$ cat src/rtl/qsqrt.sv
// -----------------------------------------------------------------------------
// qsqrt -- iterative fixed-point square root (digit-by-digit, restoring)
//
// Computes the column norm for the QR-decomposition datapath from the
// sign-magnitude sum-of-squares. The result is the divisor operand for the
// downstream fixed-point divider, so the start/complete handshake mirrors the
// divider's. One result bit is produced per clock, so latency is constant.
//
// Parameters
//   Q  fractional bits of input and output (1 <= Q <= N-3)
//   N  total word width; bit N-1 is the sign, bits N-2:0 the magnitude
//
// Ports
//   i_clk       clock, rising edge
//   i_reset     asynchronous, active-high reset; clears all state
//   i_radicand  sign-magnitude Q-format operand, sampled when a start is accepted
//   i_start     start request, level-sampled; ignored while busy
//   o_root      sign-magnitude Q-format root (sign always 0), held until the
//               next completion
//   o_busy      high while iterating
//   o_complete  one-cycle pulse; o_root / o_invalid are updated in that cycle
//   o_invalid   radicand was negative (sign=1, magnitude!=0); held with o_root
//
// Configuration
//   QSQRT_ROUND_EN  when defined, the result is rounded to nearest
//                   (root+1 if final remainder > final root); otherwise the
//                   result is truncated. Latency is identical in both builds.
// -----------------------------------------------------------------------------
module qsqrt #(
  parameter int Q = 8,
  parameter int N = 16
) (
  input  logic         i_clk,
  input  logic         i_reset,
  input  logic [N-1:0] i_radicand,
  input  logic         i_start,
  output logic [N-1:0] o_root,
  output logic         o_busy,
  output logic         o_complete,
  output logic         o_invalid
);

  // Magnitude width, extended radicand width, and its even-padded width.
  localparam int MW   = N - 1;
  localparam int XW   = MW + Q;
  localparam int RW   = XW + (XW % 2);
  localparam int ITER = RW / 2;
  // Remainder width: ITER+2 bits covers the largest shifted remainder
  // (at most 8*root+3 with root < 2^(ITER-1) on the final step).
  localparam int RMW  = ITER + 2;
  localparam int CW   = $clog2(ITER + 1);

  typedef enum logic [1:0] {
    S_IDLE,
    S_CALC,
    S_DONE
  } state_t;

  state_t          state;
  logic [RW-1:0]   x;      // remaining radicand bits, consumed two per clock from the top
  logic [ITER-1:0] root;   // partial root
  logic [RMW-1:0]  rem;    // partial remainder
  logic [CW-1:0]   cnt;    // iterations completed in this operation
  logic            neg;    // operand was a true negative (not negative zero)

  // Operand decode, used only on the accept edge.
  logic [MW-1:0]   mag;
  logic [RW-1:0]   x_init;
  logic            start_neg;

  // One restoring iteration.
  logic [RMW-1:0]  rem_shift;
  logic [RMW-1:0]  trial;
  logic            fits;
  logic [RMW-1:0]  rem_next;
  logic [ITER-1:0] root_next;

  // Final result formation.
  logic            last_iter;
  logic            round_up;
  logic [MW-1:0]   result;

  assign mag       = i_radicand[N-2:0];
  assign x_init    = RW'(mag) << Q;
  // Negative zero (sign set, magnitude 0) is a legal input whose root is 0.
  assign start_neg = i_radicand[N-1] & (|mag);
  assign last_iter = (cnt == CW'(ITER - 1));

  // NOTE: every always_comb output gets a default before any condition, so no
  // path leaves a signal unassigned and no latch is inferred.
  always_comb begin
    rem_shift = '0;
    trial     = '0;
    fits      = 1'b0;
    rem_next  = '0;
    root_next = '0;
    round_up  = 1'b0;
    result    = '0;

    // Bring the next two radicand bits into the remainder. The top two bits of
    // rem are always zero here, so the truncating cast loses nothing.
    rem_shift = RMW'({rem, x[RW-1 -: 2]});
    trial     = {root, 2'b01};
    fits      = (rem_shift >= trial);
    rem_next  = fits ? (rem_shift - trial) : rem_shift;
    root_next = {root[ITER-2:0], fits};

`ifdef QSQRT_ROUND_EN
    // x - r^2 > r  <=>  x > r^2 + r  <=>  sqrt(x) > r + 1/2 (integers).
    round_up  = (rem_next > RMW'(root_next));
`else
    round_up  = 1'b0;
`endif

    // root < 2^ITER <= 2^(N-1), so adding the rounding bit cannot overflow.
    result    = MW'(root_next) + MW'(round_up);
  end

  // NOTE: sequential state uses non-blocking assignments only, so every
  // register samples the pre-edge values and ordering inside the block is
  // irrelevant.
  always_ff @(posedge i_clk or posedge i_reset) begin
    if (i_reset) begin
      state      <= S_IDLE;
      x          <= '0;
      root       <= '0;
      rem        <= '0;
      cnt        <= '0;
      neg        <= 1'b0;
      o_root     <= '0;
      o_busy     <= 1'b0;
      o_complete <= 1'b0;
      o_invalid  <= 1'b0;
    end else begin
      o_complete <= 1'b0;

      case (state)
        // A start is accepted from IDLE and from DONE, which gives back-to-back
        // operation at one result per ITER+1 cycles.
        S_IDLE, S_DONE: begin
          if (i_start) begin
            state  <= S_CALC;
            o_busy <= 1'b1;
            x      <= x_init;
            root   <= '0;
            rem    <= '0;
            cnt    <= '0;
            neg    <= start_neg;
          end else begin
            state  <= S_IDLE;
          end
        end

        // i_start is not looked at here: requests during an operation are dropped.
        S_CALC: begin
          x    <= x << 2;
          root <= root_next;
          rem  <= rem_next;
          cnt  <= cnt + CW'(1);
          if (last_iter) begin
            state      <= S_DONE;
            o_busy     <= 1'b0;
            o_complete <= 1'b1;
            // A negative operand still runs the full iteration count so latency
            // stays constant; only the published result is forced.
            o_root     <= neg ? '0 : {1'b0, result};
            o_invalid  <= neg;
          end
        end

        default: begin
          state  <= S_IDLE;
          o_busy <= 1'b0;
        end
      endcase
    end
  end

endmodule

$ cat config.mk
export PLATFORM = sky130hd
export DESIGN_NAME = qsqrt
export DESIGN_NICKNAME = d
export VERILOG_FILES = /design/src/rtl/qsqrt.sv
export SDC_FILE = /design/constraint.sdc
export NUM_CORES = 1
export LEC_CHECK = 0
export BUFFER_PORTS_ARGS = -buffer_cell sky130_fd_sc_hd__clkbuf_2
export CAP_MARGIN = 10
export CORE_MARGIN = 2
export CORE_UTILIZATION = 60
export CTS_BUF_LIST = sky130_fd_sc_hd__clkbuf_4
export CTS_CLUSTER_DIAMETER = 100
export DETAILED_ROUTE_END_ITERATION = 6
export GPL_ROUTABILITY_DRIVEN = 0
export GPL_TIMING_DRIVEN = 0
export PLACE_DENSITY = 0.8
export SLEW_MARGIN = 20
export SYNTH_ARGS = -nofsm -noshare
export SYNTH_HDL_FRONTEND = slang
export SYNTH_SLANG_ARGS = --single-unit
$ cat constraint.sdc
create_clock -name i_clk -period 2.3 [get_ports i_clk]
set_input_delay 0.23 -clock i_clk [delete_from_list [all_inputs] [get_ports i_clk]]
set_output_delay 0.23 -clock i_clk [all_outputs]
set_load 0.01 [all_outputs]
Word-level counts from Yosys, hierarchy flattened --
Index checks and enable logic that the tools add are counted.
Operators by class: bitwise operators 1, shift operators 0, $mul 0, $add $sub $neg 2, divide/modulo/power cells 0, magnitude comparators 1, multiplexer cells 18, reduce and logical (&&, ||, !) cells 8, equal/unequal tests 5
Operators with widths (count):
- $mux W12 | 4
- $pmux W12 S2 | 2
- $pmux W24 S2 | 1
- $mux W24 | 1
- $reduce_or A15 Y1 | 1
- $ge A14 B14 Y1 | 1
- $sub A12 B12 Y12 | 1
- $pmux W4 S2 | 1
- $reduce_and A2 Y1 | 4
- $mux W1 | 5
- $add A4 B1 Y4 const B | 1
- $eq A4 B4 Y1 const B | 1
- $mux W4 | 1
- $ne A2 B2 Y1 const B | 2
- $pmux W2 S2 | 1
- $eq A2 B1 Y1 const B | 1
- $eq A2 B2 Y1 const B | 1
- $logic_not A2 Y1 | 1
- $mux W2 | 1
- $pmux W1 S2 | 1
- $reduce_bool A2 Y1 | 1
- $reduce_or A2 Y1 | 1
- $and A1 B1 Y1 | 1
Word-level totals: bits in latches 0, bits in read-only memories 0, memories kept 0, register bits 74, output and inout bits 19, input bits 19, word-level logic and storage cells 45, bits in writable memories 0

Logic depth before layout (Yosys ltp) --
word-level depth 4, gate-level depth with buffers 9, mapped depth without buffers 8

Worst setup path after synthesis --
Ideal clock, no wire load.
path type reg-to-reg, start reg rem[0], end reg rem[7], path slack 338 ps, buffers on the path 0, required time 2174 ps, library setup time 126 ps, cell stages (with the launch flop) 8, clock period less this slack 1962 ps, arrival 1836 ps, cell sequence dfrtp_1 ha_1 nor2b_4 o2111ai_2 nand3_4 o21ai_2 a211oi_1 a311o_1
On the way: cells in the longest elaborated chain, start to end 3, elaborated cells between the ends (all ways) 4, those cells by class 1 x add/sub; 1 x order compare; 2 x mux
Ends and longest elaborated chain:
- start: declaration | line 62 | logic [RMW-1:0] rem;
- start signal: assignment | line 158 | rem <= rem_next;
- $sub A12 B12 Y12 / $ge A14 B14 Y1 (equally long branches) | line 105, 104
- $mux W12 (*) | line 105 | rem_next = fits ? (rem_shift - trial) : rem_shift;
- $pmux W12 S2 (*) | line 137 | case (state)
Mark *: on every way between the ends. The rest lies on a longest branch, timed or not. A chain may end at the register's enable or synchronous reset.

Worst setup path after layout --
start reg root[0], end reg rem[7]
On the way: cells in the longest elaborated chain, start to end 3, elaborated cells between the ends (all ways) 4, those cells by class 1 x add/sub; 1 x order compare; 2 x mux
Ends and longest elaborated chain:
- start: declaration | line 61 | logic [ITER-1:0] root;
- start signal: assignment | line 157 | root <= root_next;
- $sub A12 B12 Y12 / $ge A14 B14 Y1 (equally long branches) | line 105, 104
- $mux W12 (*) | line 105
- $pmux W12 S2 (*) | line 137
Marks and branches as above.

==> impl_metrics.py <==
metrics = {
    "worst_hold_path": {
        "whs_path_depth": 3,
        "hp-class": "primary input to flip-flop",
    },
    "floorplan": {
        "die_x_um": 78.20,
        "ios": 38,
        "start_util_pct": 61.11,
        "fp-row-count": 27,
        "dieArea_mm2": 0.006114,
        "die_h_um": 78.20,
        "core_mm2": 0.005405,
    },
    "synthesis": {
        "syn_area_per_cell_um2": 9.279,
        "yosysTopAreaCell": "dfrtp_1",
        "netlist_instances": 356,
        "synth_seq_cells": 62,
        "synthFlopType": "dfrtp_1",
        "synth_area_leaders": "dfrtp_1 (47%), nand2_1 (8.8%), ha_1 (5.7%), o21ai_0 (4.2%), o31ai_1 (3.9%)",
        "synth_top_area_share_pct": 46.97,
        "yosysSeqAreaShare_pct": 46.97,
        "ys_async_sr_fraction_pct": 100.0,
        "synth_edf_count": 0,
        "yosys_warnings": 0,
        "synth.distinct_cells": 50,
        "netlist_area_mm2": 0.003303,
    },
    "critical_path": {
        "cp.required_ps": 2600,
        "r2r_cells": 8,
        "critPathCaptureType": "flip-flop",
        "critPathMaxStageDelay_ps": 400,
        "r2r_slack_ps": 100,
        "crit_fanout": 9,
        "cp.arrival_ps": 2500,
        "crit_chain": "inv_1 -> ha_1 -> nor2b_4 -> o2111ai_2 -> nand3_4 -> o21ai_4 -> a211oi_1 -> a311o_1",
        "worst-setup-path-type": "flip-flop to flip-flop",
        "crit_path_top_delay_cell": "dfrtp_1",
        "start_kind": "flip-flop",
    },
    "drt": {
        "wirelength_um": 7638,
        "drt_iter0_markers": 176,
        "num_vias": 2782,
        "vias_per_cell": 5.772,
        "drc": 0,
        "first_pass_iters": 6,
        "wl_per_cell_um": 15.85,
        "antenna_left": 0,
    },
    "clocking": {
        "clk_pin_slew_worst_paths_ps": 110,
        "cts_sinks": 62,
        "h-tree-depth": 3,
        "cts_tree": "done",
        "cts_root_buf": "clkbuf_4",
        "cts_inserted_buffers": 9,
        "postCtsSetupBuffers": 0,
        "insertion_delay_ps": 410,
        "cts_buffer_depth": 2,
    },
    "global_route": {
        "track_usage_pct": 27.25,
        "grt_max_degree": 40,
        "antenna_found_initial": 0,
        "grt_pass1_wl_um": 12750,
        "grt_overflow": 0,
        "first_global_vias": 2611,
    },
    "cells_and_area": {
        "multi_input_area_mm2": 0.001599,
        "layout.nets": 439,
        "area_growth_pct": 14.09,
        "fill_cells": 443,
        "drive_gt1_share_pct": 18.78,
        "ff_latch_area_mm2": 0.001551,
        "diodes": 0,
    },
    "status": {
        "status": "complete, no violations",
    },
    "placed_design": {
        "dp.final_hpwl_um": 5617,
        "dp_worst_setup_slack_ps": 2.675,
        "numPortBuffers": 33,
    },
    "sta": {
        "maxSlewHeadroom_pct": 65.20,
        "fmaxAchievable_mhz": 454.7,
        "fin_crit_ps": 2199,
        "finClkSkew_ps": 10.17,
        "slew_violations": 0,
        "final-setup-viol-count": 0,
        "layout_setup_ws_ps": 100.6,
        "tightest_slew_ps": 522.0,
        "period_share_pct": 95.63,
        "final_hold_viol_count": 0,
        "rsz0062_at_grt": "false",
    },
    "power_and_ir_drop": {
        "power.total_w": 0.006513,
        "p_leak_nw": 1.770,
        "powerDensity_mw_per_mm2": 1728,
        "ir_drop_v": 0.001110,
    },
    "job": {
        "maxCapViolCount": 0,
    },
}
layout by cell type, fill, tap and decap left out, types with 7 or more instances in the layout:
master	n
o211ai_1	8
nor2_1	9
inv_1	20
dfrtp_1	62
a22oi_1	12
nor3_1	7
clkbuf_1	10
o21ai_0	27
a21oi_1	7
o31ai_1	17
nand2_1	77
ha_1	14
nand3_1	8
clkbuf_2	33
clkbuf_4	13
worst paths after layout:
path | startpoint | endpoint
worst min-delay path | i_radicand[7] | x[15]$_DFFE_PP0P_
worst max register to register | root[0]$_DFFE_PP0P_ | rem[7]$_DFFE_PP0P_
max in group asynchronous | i_reset | o_root[11]$_DFFE_PP0P_
worst max-delay path | root[0]$_DFFE_PP0P_ | rem[7]$_DFFE_PP0P_
min in group asynchronous | i_reset | x[19]$_DFFE_PP0P_
worst min register to register | x[21]$_DFFE_PP0P_ | x[21]$_DFFE_PP0P_
power by group:
group	switching, W	leakage (nW)	internal, W
clock network	0.000395	0.0773	0.000365
registers	0.000321	0.787	0.00159
logic	0.00226	0.906	0.00158
synthesized netlist by cell type (4+ instances only):
cell type / instances
buf_4: 4
ha_1: 15
clkbuf_1: 10
nor2_1: 10
nand2_1: 77
a22o_1: 4
nand4_1: 5
dfrtp_1: 62
o21ai_0: 28
o31ai_1: 17
a21oi_1: 7
nor3_1: 7
xnor2_1: 5
nand3_1: 8
inv_1: 21
a22oi_1: 12
buf_2: 5
nor2b_1: 5
o211ai_1: 8
sequential cells by signal, indices dropped and copies added (netlist names):
signal	cells
rem	12
state	2
root	12
cnt	4
x	16
o_invalid	1
neg	1
o_busy	1
o_complete	1
o_root	12
cell families (layout without fill, tap and decap cells):
| logic type | after synthesis | after routing | share of synthesized area, % |
|---|---|---|---|
| adders and majority gates | 15 | 15 | 5.682 |
| DFF | 62 | 62 | 46.97 |
| other | 1 | 4 | 0.1135 |
| and+or+nand+nor | 129 | 129 | 18.37 |
| buffers and inverters | 43 | 94 | 5.758 |
| AOI/OAI and AO/OA | 98 | 98 | 20.98 |
| xor gates and xnor gates | 8 | 8 | 2.121 |
metal layers:
layer | vias up | global-route usage, % | part of all wire [%]
met5 | - | 0 | 0
met4 | 0 | 11.93 | 1.9
met3 | 16 | 5.057 | 5.9
met2 | 89 | 42.59 | 49
met1 | 1331 | 37.42 | 44
li1 | 1346 | - | -
worst max-delay path, delay by kind of cell, from the launching register on:
kind	cells	cell delay [ps]
and+or+nand+nor	2	300
DFF	1	400
buffers and inverters	1	120
adders and majority gates	1	300
AOI/OAI and AO/OA	4	960
metrics by stage:
stage | setup TNS (ps) | hold slack [ps] | std cells | utilization, % | cell area (um^2)
after floorplan | 0 | 358.1 | 359 | - | 3314
after global placement | -10040 | 458.0 | 464 | 66.04 | 3570
after detailed placement | 0 | 207.1 | 465 | 66.46 | 3592
after CTS | 0 | 25.93 | 482 | 69.19 | 3740
after global routing | 0 | 47.05 | 482 | 69.72 | 3769
final | 0 | 42.74 | 482 | 69.72 | 3769
layout make-up:
class | instances | share of cell area (%)
flip-flops and latches | 62 | 41.17
repair buffers | 35 | 5.179
multi-input cells | 254 | 42.43
well taps | 72 | 2.390
plain buffers | 22 | 3.021
clock inverters | 4 | 1.262
inverters | 21 | 2.158
clock buffers | 12 | 2.390
repair_timing:
action	CTS	global route
pin swaps	0	1
resized for setup	1	7
hold buffers	1	0
endpoints found under the hold margin	23	0
cloned	0	0
setup endpoints to repair	2	13
Power figures use the tool's default switching activity.
